### src/rtl/radix4_output_serializer_pkg.sv
// Shared constants and helpers for the radix-4 output serializer.
//   R4_POINTS  : complex samples per butterfly group
//   SLOT_DEPTH : number of group slots in the ping-pong buffer
//   IDX_W      : width of the in-group sample index
package radix4_output_serializer_pkg;

    localparam int unsigned R4_POINTS  = 4;
    localparam int unsigned SLOT_DEPTH = 2;
    localparam int unsigned IDX_W      = 2;

    localparam logic [IDX_W-1:0] LAST_IDX   = 2'd3;
    localparam logic [1:0]       FULL_COUNT = 2'(SLOT_DEPTH);

    // Occupancy update: +1 on an accepted write, -1 on a completed group.
    function automatic logic [1:0] next_count(
        input logic [1:0] count,
        input logic       inc,
        input logic       dec
    );
        logic [1:0] result;
        case ({inc, dec})
            2'b10:   result = count + 2'd1;
            2'b01:   result = count - 2'd1;
            default: result = count;
        endcase
        return result;
    endfunction

endpackage

### src/rtl/radix4_output_serializer_if.sv
// Bus bundle between the butterfly / downstream sink and the serializer.
//   done_in, in1r..in4i : butterfly result strobe and four complex results
//   out_valid/out_ready : serial stream handshake
//   out_r, out_i        : serial complex sample
//   out_idx, out_last   : position within group, last-beat flag
//   overflow, busy      : sticky dropped-group flag, buffer occupied
// master = producer/sink side, slave = serializer.
interface radix4_output_serializer_if #(
    parameter int WIDTH = 32
);
    import radix4_output_serializer_pkg::*;

    logic                    done_in;
    logic signed [WIDTH-1:0] in1r;
    logic signed [WIDTH-1:0] in1i;
    logic signed [WIDTH-1:0] in2r;
    logic signed [WIDTH-1:0] in2i;
    logic signed [WIDTH-1:0] in3r;
    logic signed [WIDTH-1:0] in3i;
    logic signed [WIDTH-1:0] in4r;
    logic signed [WIDTH-1:0] in4i;
    logic                    out_valid;
    logic                    out_ready;
    logic signed [WIDTH-1:0] out_r;
    logic signed [WIDTH-1:0] out_i;
    logic [IDX_W-1:0]        out_idx;
    logic                    out_last;
    logic                    overflow;
    logic                    busy;

    modport master (
        output done_in, in1r, in1i, in2r, in2i, in3r, in3i, in4r, in4i, out_ready,
        input  out_valid, out_r, out_i, out_idx, out_last, overflow, busy
    );

    modport slave (
        input  done_in, in1r, in1i, in2r, in2i, in3r, in3i, in4r, in4i, out_ready,
        output out_valid, out_r, out_i, out_idx, out_last, overflow, busy
    );

endinterface

### src/rtl/radix4_output_serializer_group_slot.sv
// r4_group_slot: one register bank holding a full butterfly group
// (4 complex words) with a write enable and an indexed read port.
//   clock, reset   : clock, async active-high reset
//   wr_en          : capture wr_re/wr_im (element 0 = butterfly output 1)
//   rd_idx         : element selected on rd_re/rd_im (straight from registers)
module r4_group_slot
    import radix4_output_serializer_pkg::*;
#(
    parameter int WIDTH = 32
) (
    input  logic                                clock,
    input  logic                                reset,
    input  logic                                wr_en,
    input  logic [R4_POINTS-1:0][WIDTH-1:0]     wr_re,
    input  logic [R4_POINTS-1:0][WIDTH-1:0]     wr_im,
    input  logic [IDX_W-1:0]                    rd_idx,
    output logic [WIDTH-1:0]                    rd_re,
    output logic [WIDTH-1:0]                    rd_im
);

    logic [R4_POINTS-1:0][WIDTH-1:0] store_re_r;
    logic [R4_POINTS-1:0][WIDTH-1:0] store_im_r;

    // Group storage: whole group captured at once, held otherwise.
    always_ff @(posedge clock or posedge reset) begin
        if (reset) begin
            store_re_r <= '0;
            store_im_r <= '0;
        end else if (wr_en) begin
            store_re_r <= wr_re;
            store_im_r <= wr_im;
        end else begin
            store_re_r <= store_re_r;
            store_im_r <= store_im_r;
        end
    end

    assign rd_re = store_re_r[rd_idx];
    assign rd_im = store_im_r[rd_idx];

endmodule

### src/rtl/radix4_output_serializer.sv
// radix4_output_serializer: captures a 4-tuple of complex butterfly results
// on done_in into a two-slot ping-pong buffer and replays it one complex
// sample per accepted beat (order in1, in2, in3, in4).
//   clock, reset : clock, async active-high reset
//   bus (slave)  : butterfly inputs, serial valid/ready output, status flags
module radix4_output_serializer
    import radix4_output_serializer_pkg::*;
#(
    parameter int WIDTH = 32
) (
    input  logic                         clock,
    input  logic                         reset,
    radix4_output_serializer_if.slave    bus
);

    logic [1:0]              count_r;
    logic [1:0]              count_nxt_s;
    logic                    wr_ptr_r;
    logic                    rd_ptr_r;
    logic [IDX_W-1:0]        idx_r;
    logic                    overflow_r;
    logic                    valid_s;
    logic                    fire_s;
    logic                    last_fire_s;
    logic                    accept_s;
    logic                    drop_s;
    logic                    wr_en0_s;
    logic                    wr_en1_s;
    logic [R4_POINTS-1:0][WIDTH-1:0] wr_re_s;
    logic [R4_POINTS-1:0][WIDTH-1:0] wr_im_s;
    logic [WIDTH-1:0]        slot0_re_s;
    logic [WIDTH-1:0]        slot0_im_s;
    logic [WIDTH-1:0]        slot1_re_s;
    logic [WIDTH-1:0]        slot1_im_s;

    assign wr_re_s = {bus.in4r, bus.in3r, bus.in2r, bus.in1r};
    assign wr_im_s = {bus.in4i, bus.in3i, bus.in2i, bus.in1i};

    // Handshake decode. A full buffer can still take a new group when the
    // head group completes in the same cycle, since that frees a slot.
    always_comb begin
        valid_s     = 1'b0;
        fire_s      = 1'b0;
        last_fire_s = 1'b0;
        accept_s    = 1'b0;
        drop_s      = 1'b0;
        wr_en0_s    = 1'b0;
        wr_en1_s    = 1'b0;
        count_nxt_s = count_r;

        valid_s     = (count_r != 2'd0);
        fire_s      = valid_s & bus.out_ready;
        last_fire_s = fire_s & (idx_r == LAST_IDX);
        if (bus.done_in) begin
            if ((count_r < FULL_COUNT) || last_fire_s) begin
                accept_s = 1'b1;
                drop_s   = 1'b0;
            end else begin
                accept_s = 1'b0;
                drop_s   = 1'b1;
            end
        end else begin
            accept_s = 1'b0;
            drop_s   = 1'b0;
        end
        wr_en0_s    = accept_s & ~wr_ptr_r;
        wr_en1_s    = accept_s &  wr_ptr_r;
        count_nxt_s = next_count(count_r, accept_s, last_fire_s);
    end

    // Pointers, occupancy, in-group index and sticky overflow.
    always_ff @(posedge clock or posedge reset) begin
        if (reset) begin
            wr_ptr_r   <= 1'b0;
            rd_ptr_r   <= 1'b0;
            idx_r      <= 2'd0;
            count_r    <= 2'd0;
            overflow_r <= 1'b0;
        end else begin
            if (accept_s) begin
                wr_ptr_r <= ~wr_ptr_r;
            end
            if (fire_s) begin
                // idx wraps 3 -> 0 naturally at the group boundary
                idx_r <= idx_r + 2'd1;
                if (last_fire_s) begin
                    rd_ptr_r <= ~rd_ptr_r;
                end
            end
            count_r <= count_nxt_s;
            if (drop_s) begin
                overflow_r <= 1'b1;
            end
        end
    end

    r4_group_slot #(.WIDTH(WIDTH)) u_slot0 (
        .clock  (clock),
        .reset  (reset),
        .wr_en  (wr_en0_s),
        .wr_re  (wr_re_s),
        .wr_im  (wr_im_s),
        .rd_idx (idx_r),
        .rd_re  (slot0_re_s),
        .rd_im  (slot0_im_s)
    );

    r4_group_slot #(.WIDTH(WIDTH)) u_slot1 (
        .clock  (clock),
        .reset  (reset),
        .wr_en  (wr_en1_s),
        .wr_re  (wr_re_s),
        .wr_im  (wr_im_s),
        .rd_idx (idx_r),
        .rd_re  (slot1_re_s),
        .rd_im  (slot1_im_s)
    );

    assign bus.out_valid = valid_s;
    assign bus.busy      = valid_s;
    assign bus.out_r     = rd_ptr_r ? slot1_re_s : slot0_re_s;
    assign bus.out_i     = rd_ptr_r ? slot1_im_s : slot0_im_s;
    assign bus.out_idx   = idx_r;
    assign bus.out_last  = valid_s & (idx_r == LAST_IDX);
    assign bus.overflow  = overflow_r;

endmodule
### src/flat_wrapper.sv
// flat-port wrapper written by rule: the top's interface ports become plain ports
module radix4_output_serializer_flat import radix4_output_serializer_pkg::*;
#(
    parameter int WIDTH = 32
)
  (clock, reset, bus_done_in, bus_in1r, bus_in1i, bus_in2r, bus_in2i, bus_in3r, bus_in3i, bus_in4r, bus_in4i, bus_out_ready, bus_out_valid, bus_out_r, bus_out_i, bus_out_idx, bus_out_last, bus_overflow, bus_busy);
  radix4_output_serializer_if #(.WIDTH(WIDTH)) bus_i ();
  input  logic clock;
  input  logic reset;
  input wire logic [$bits(bus_i.done_in)-1:0] bus_done_in;
  input wire logic [$bits(bus_i.in1r)-1:0] bus_in1r;
  input wire logic [$bits(bus_i.in1i)-1:0] bus_in1i;
  input wire logic [$bits(bus_i.in2r)-1:0] bus_in2r;
  input wire logic [$bits(bus_i.in2i)-1:0] bus_in2i;
  input wire logic [$bits(bus_i.in3r)-1:0] bus_in3r;
  input wire logic [$bits(bus_i.in3i)-1:0] bus_in3i;
  input wire logic [$bits(bus_i.in4r)-1:0] bus_in4r;
  input wire logic [$bits(bus_i.in4i)-1:0] bus_in4i;
  input wire logic [$bits(bus_i.out_ready)-1:0] bus_out_ready;
  output wire logic [$bits(bus_i.out_valid)-1:0] bus_out_valid;
  output wire logic [$bits(bus_i.out_r)-1:0] bus_out_r;
  output wire logic [$bits(bus_i.out_i)-1:0] bus_out_i;
  output wire logic [$bits(bus_i.out_idx)-1:0] bus_out_idx;
  output wire logic [$bits(bus_i.out_last)-1:0] bus_out_last;
  output wire logic [$bits(bus_i.overflow)-1:0] bus_overflow;
  output wire logic [$bits(bus_i.busy)-1:0] bus_busy;
  assign bus_i.done_in = bus_done_in;
  assign bus_i.in1r = bus_in1r;
  assign bus_i.in1i = bus_in1i;
  assign bus_i.in2r = bus_in2r;
  assign bus_i.in2i = bus_in2i;
  assign bus_i.in3r = bus_in3r;
  assign bus_i.in3i = bus_in3i;
  assign bus_i.in4r = bus_in4r;
  assign bus_i.in4i = bus_in4i;
  assign bus_i.out_ready = bus_out_ready;
  assign bus_out_valid = bus_i.out_valid;
  assign bus_out_r = bus_i.out_r;
  assign bus_out_i = bus_i.out_i;
  assign bus_out_idx = bus_i.out_idx;
  assign bus_out_last = bus_i.out_last;
  assign bus_overflow = bus_i.overflow;
  assign bus_busy = bus_i.busy;
  radix4_output_serializer #(.WIDTH(WIDTH)) u_core (.clock(clock), .reset(reset), .bus(bus_i));
endmodule
### config.mk
export PLATFORM = sky130hd
export DESIGN_NAME = radix4_output_serializer_flat
export DESIGN_NICKNAME = d
export VERILOG_FILES = /design/src/rtl/radix4_output_serializer_pkg.sv /design/src/rtl/radix4_output_serializer_if.sv /design/src/rtl/radix4_output_serializer_group_slot.sv /design/src/rtl/radix4_output_serializer.sv /design/src/flat_wrapper.sv
export SDC_FILE = /design/constraint.sdc
export NUM_CORES = 1
export LEC_CHECK = 0
export BUFFER_PORTS_ARGS = -buffer_cell sky130_fd_sc_hd__buf_4
export CORE_MARGIN = 4
export CORE_UTILIZATION = 30
export CTS_CLUSTER_SIZE = 24
export DETAILED_ROUTE_END_ITERATION = 12
export GPL_ROUTABILITY_DRIVEN = 1
export PLACE_DENSITY = 0.56
export SLEW_MARGIN = 30
export SYNTH_ARGS = -nofsm -noshare
export SYNTH_HDL_FRONTEND = slang
export SYNTH_SLANG_ARGS = --single-unit
### constraint.sdc
create_clock -name clock -period 21.7 [get_ports clock]
set_input_delay 4.34 -clock clock [delete_from_list [all_inputs] [get_ports clock]]
set_output_delay 4.34 -clock clock [all_outputs]
set_load 0.005 [all_outputs]
==> flow_metrics.py <==
metrics = {
    "placement": {
        "dp_cells": 2626,
        "place_area_um2": 26500,
        "dpl.hpwl_um": 39010,
        "gp_congestion": 0.7553,
        "dp_slack_ns": 13.95,
        "port_buffers": 329,
    },
    "timing": {
        "finalHoldViolCount": 0,
        "rsz0062_at_grt": "no",
        "min_period_over_period_pct": 37.99,
        "post-route-min-period_ns": 8.244,
        "finalClockSkew_ns": 0.02736,
        "tns_ns": 0,
        "max_slew_margin_pct": 36.57,
        "whs_ns": 0.4625,
        "slew_violations": 0,
        "timing.final.ws_setup_ns": 13.46,
        "setup_violations": 0,
        "worst_slew_pin_slew_ns": 0.9515,
        "fmax_mhz": 121.3,
    },
    "global_route": {
        "grt_max_degree": 136,
        "antenna_found_initial": 26,
        "grtUsageMet3_pct": 6.104,
        "grt_pass1_wl_um": 90180,
        "grt_busiest_layer": "met2",
        "grtUsageMet2_pct": 23.12,
        "grt_pass1_vias": 14859,
        "grt_usage_pct": 14.11,
        "gr-usage-met1_pct": 17.43,
        "grt-ovfl-total": 0,
    },
    "setup_path": {
        "crit_path_frequent_cell": "buf_4",
        "crit_arrival_ns": 3.90,
        "path_max_fanout": 44,
        "rr_endpoint": "u_core.u_slot0.store_im_r[125]$_DFFE_PP0P_",
        "path_cells": "buf_4, buf_4, mux4_2, mux2_2, buf_4",
        "crit_family": "buffers and inverters",
        "path_buf_inv": 3,
        "rr_startpoint": "u_core.bus.out_idx[1]$_DFFE_PP0P_",
        "crit_cells": 5,
        "crit_type": "reg2out",
        "worstPathRequired_ns": 17.36,
        "worstSetupEndpointType": "output pin",
        "critPathLaunchType": "flip-flop",
        "critPathMaxStageDelay_ns": 0.76,
        "r2r_cells": 6,
        "cp_slowest_cell": "buf_4",
        "reg2reg_slack_ns": 18.19,
    },
    "synthesis": {
        "synth-warning-count": 0,
        "synth_cell_type_count": 21,
        "syn_avg_cell_area_um2": 17.29,
        "syn_inst": 1336,
        "synthesis.area_um2": 23100,
        "synth-seq-cells": 519,
        "ys_seq_area_share_pct": 56.22,
        "syn_nets": 1598,
    },
    "clock_network": {
        "post_cts_buffers": 0,
        "cts_hold_buf": 0,
        "cts_root_buf": "clkbuf_16",
        "cts_buffer_depth": 3,
        "cts_buffers": 60,
        "clk_transition_reported_paths_ns": 0.06,
        "cts-resized-gates": 0,
        "h-tree-depth": 2,
        "clkSinkCount": 519,
        "clock_latency_ns": 0.63,
        "tritoncts": "built",
    },
    "floorplanning": {
        "die_area_um2": 81500,
        "start_util_pct": 30.36,
        "die_w_um": 285.5,
        "placementRows": 101,
        "ios": 330,
        "core_um2": 76080,
        "die-height_um": 285.5,
    },
    "power": {
        "ir_worst_vdd_mv": 0.1055,
        "p_leak_nw": 11.88,
        "powerDensity_nw_per_um2": 163.6,
        "power_mw": 4.668,
    },
    "drt": {
        "wl_per_cell_um": 21.06,
        "drtIter0Drc": 460,
        "vias_per_cell": 4.739,
        "drt_first_pass_iters": 4,
        "route.detailed.drc": 0,
        "antenna_left": 0,
        "routed_wirelength_um": 57710,
        "via_count": 12986,
    },
    "status": {
        "outcome": "complete, no violations",
    },
    "hold_path": {
        "hp-class": "reg2reg",
        "hp-start": "u_core.bus.overflow$_DFFE_PP0P_",
        "whs_endpoint": "u_core.bus.overflow$_DFFE_PP0P_",
        "min_path_cells": 1,
    },
    "cells_and_area": {
        "final_cell_count_no_fill": 2740,
        "area_growth_pct": 23.48,
        "n_fill_cell": 7205,
        "final_util_pct": 37.49,
        "fin_area_um2": 28520,
        "drive_above_1_share_pct": 67.94,
        "nNetsFinal": 1920,
    },
    "job": {
        "max-cap-violations": 0,
    },
}
-- sequential cells by signal (all words and copies together) (netlist names) --
register and cells:
u_core.bus.out_idx 2, u_core.bus.overflow 1, u_core.count_r 2, u_core.rd_ptr_r 1
u_core.u_slot0.store_im_r 128, u_core.u_slot0.store_re_r 128, u_core.u_slot1.store_im_r 128, u_core.u_slot1.store_re_r 128
u_core.wr_ptr_r 1
-- placed cells by master (no fill, tap or decap), drive strengths merged, types with 2 or more instances in the layout --
master / instances
buf: 352
bufinv: 2
clkbuf: 96
clkinv: 8
clkinvlp: 2
dfrtp: 519
diode: 4
ha: 2
inv: 3
mux2: 577
mux4: 128
nand2: 2
nor2: 2
xnor2: 4
xor2: 2
-- final cells by class --
class / count / area, um2 / share of cell area (%)
multi-input combinational: 724 / 9543 / 33.46
sequential: 519 / 13000 / 45.57
inverter: 1 / 16.27 / 0.05703
tap: 1030 / 1289 / 4.518
antenna: 4 / 10.01 / 0.03509
clock buffer: 96 / 1837 / 6.440
timing repair buffer: 352 / 2670 / 9.361
clock inverter: 14 / 158.9 / 0.5571
-- synth_stat cells (all sizes together) --
| library cell | count | area [um2] |
|---|---|---|
| and3 | 1 | 6.260 |
| nand2b | 1 | 6.260 |
| a21boi | 1 | 11.26 |
| clkbuf | 6 | 22.52 |
| nor3b | 1 | 12.51 |
| xnor2 | 4 | 35.03 |
| mux2 | 577 | 6497 |
| and2 | 1 | 6.260 |
| ha | 2 | 25.02 |
| nor2 | 2 | 7.510 |
| a21o | 1 | 7.510 |
| xor2 | 2 | 17.52 |
| inv | 1 | 3.750 |
| buf | 86 | 556.8 |
| dfrtp | 519 | 12990 |
| nand2 | 2 | 7.510 |
| mux4 | 128 | 2883 |
| or2 | 1 | 6.260 |
-- worst max-delay path by stage --
stage / slack [ns] / to / from
2_1_floorplan: 2.86 / u_core.bus.out_idx[0]$_DFFE_PP0P_ / reset
5_1_grt: 13.11 / bus_out_i[1] / u_core.bus.out_idx[0]$_DFFE_PP0P_
3_5_place_dp: 13.95 / bus_out_r[31] / u_core.bus.out_idx[0]$_DFFE_PP0P_
3_3_place_gp: 13.75 / bus_out_r[29] / u_core.rd_ptr_r$_DFFE_PP0P_
6_report: 13.46 / bus_out_i[1] / u_core.bus.out_idx[0]$_DFFE_PP0P_
4_1_cts: 13.24 / bus_out_r[31] / u_core.bus.out_idx[0]$_DFFE_PP0P_
-- routing by layer --
| metal | up-vias | wire, um |
|---|---|---|
| met3 | 117 | 4982 |
| li1 | 5681 | - |
| met2 | 279 | 27550 |
| met1 | 6867 | 23810 |
| met4 | 42 | 1087 |
| met5 | - | 276 |
-- cells by family (layout without fill, tap and decap cells) --
group / Yosys count / in the layout / synth area share [%]
AOI/OAI and AO/OA: 2 / 2 / 0.08126
DFF: 519 / 519 / 56.22
muxes: 705 / 705 / 40.61
other: 0 / 4 / 0
buffers and inverters: 93 / 463 / 2.524
and+or+nand+nor: 9 / 9 / 0.2276
adders and majority gates: 2 / 2 / 0.1083
xor gates and xnor gates: 6 / 6 / 0.2275
-- report_power, final --
part | total [mW] | internal, mW | switching, mW
sequential | 1.75 | 1.47 | 0.276
combinational | 1.92 | 1.22 | 0.692
clock | 1.00 | 0.601 | 0.403
Power figures use the tool's default switching activity.
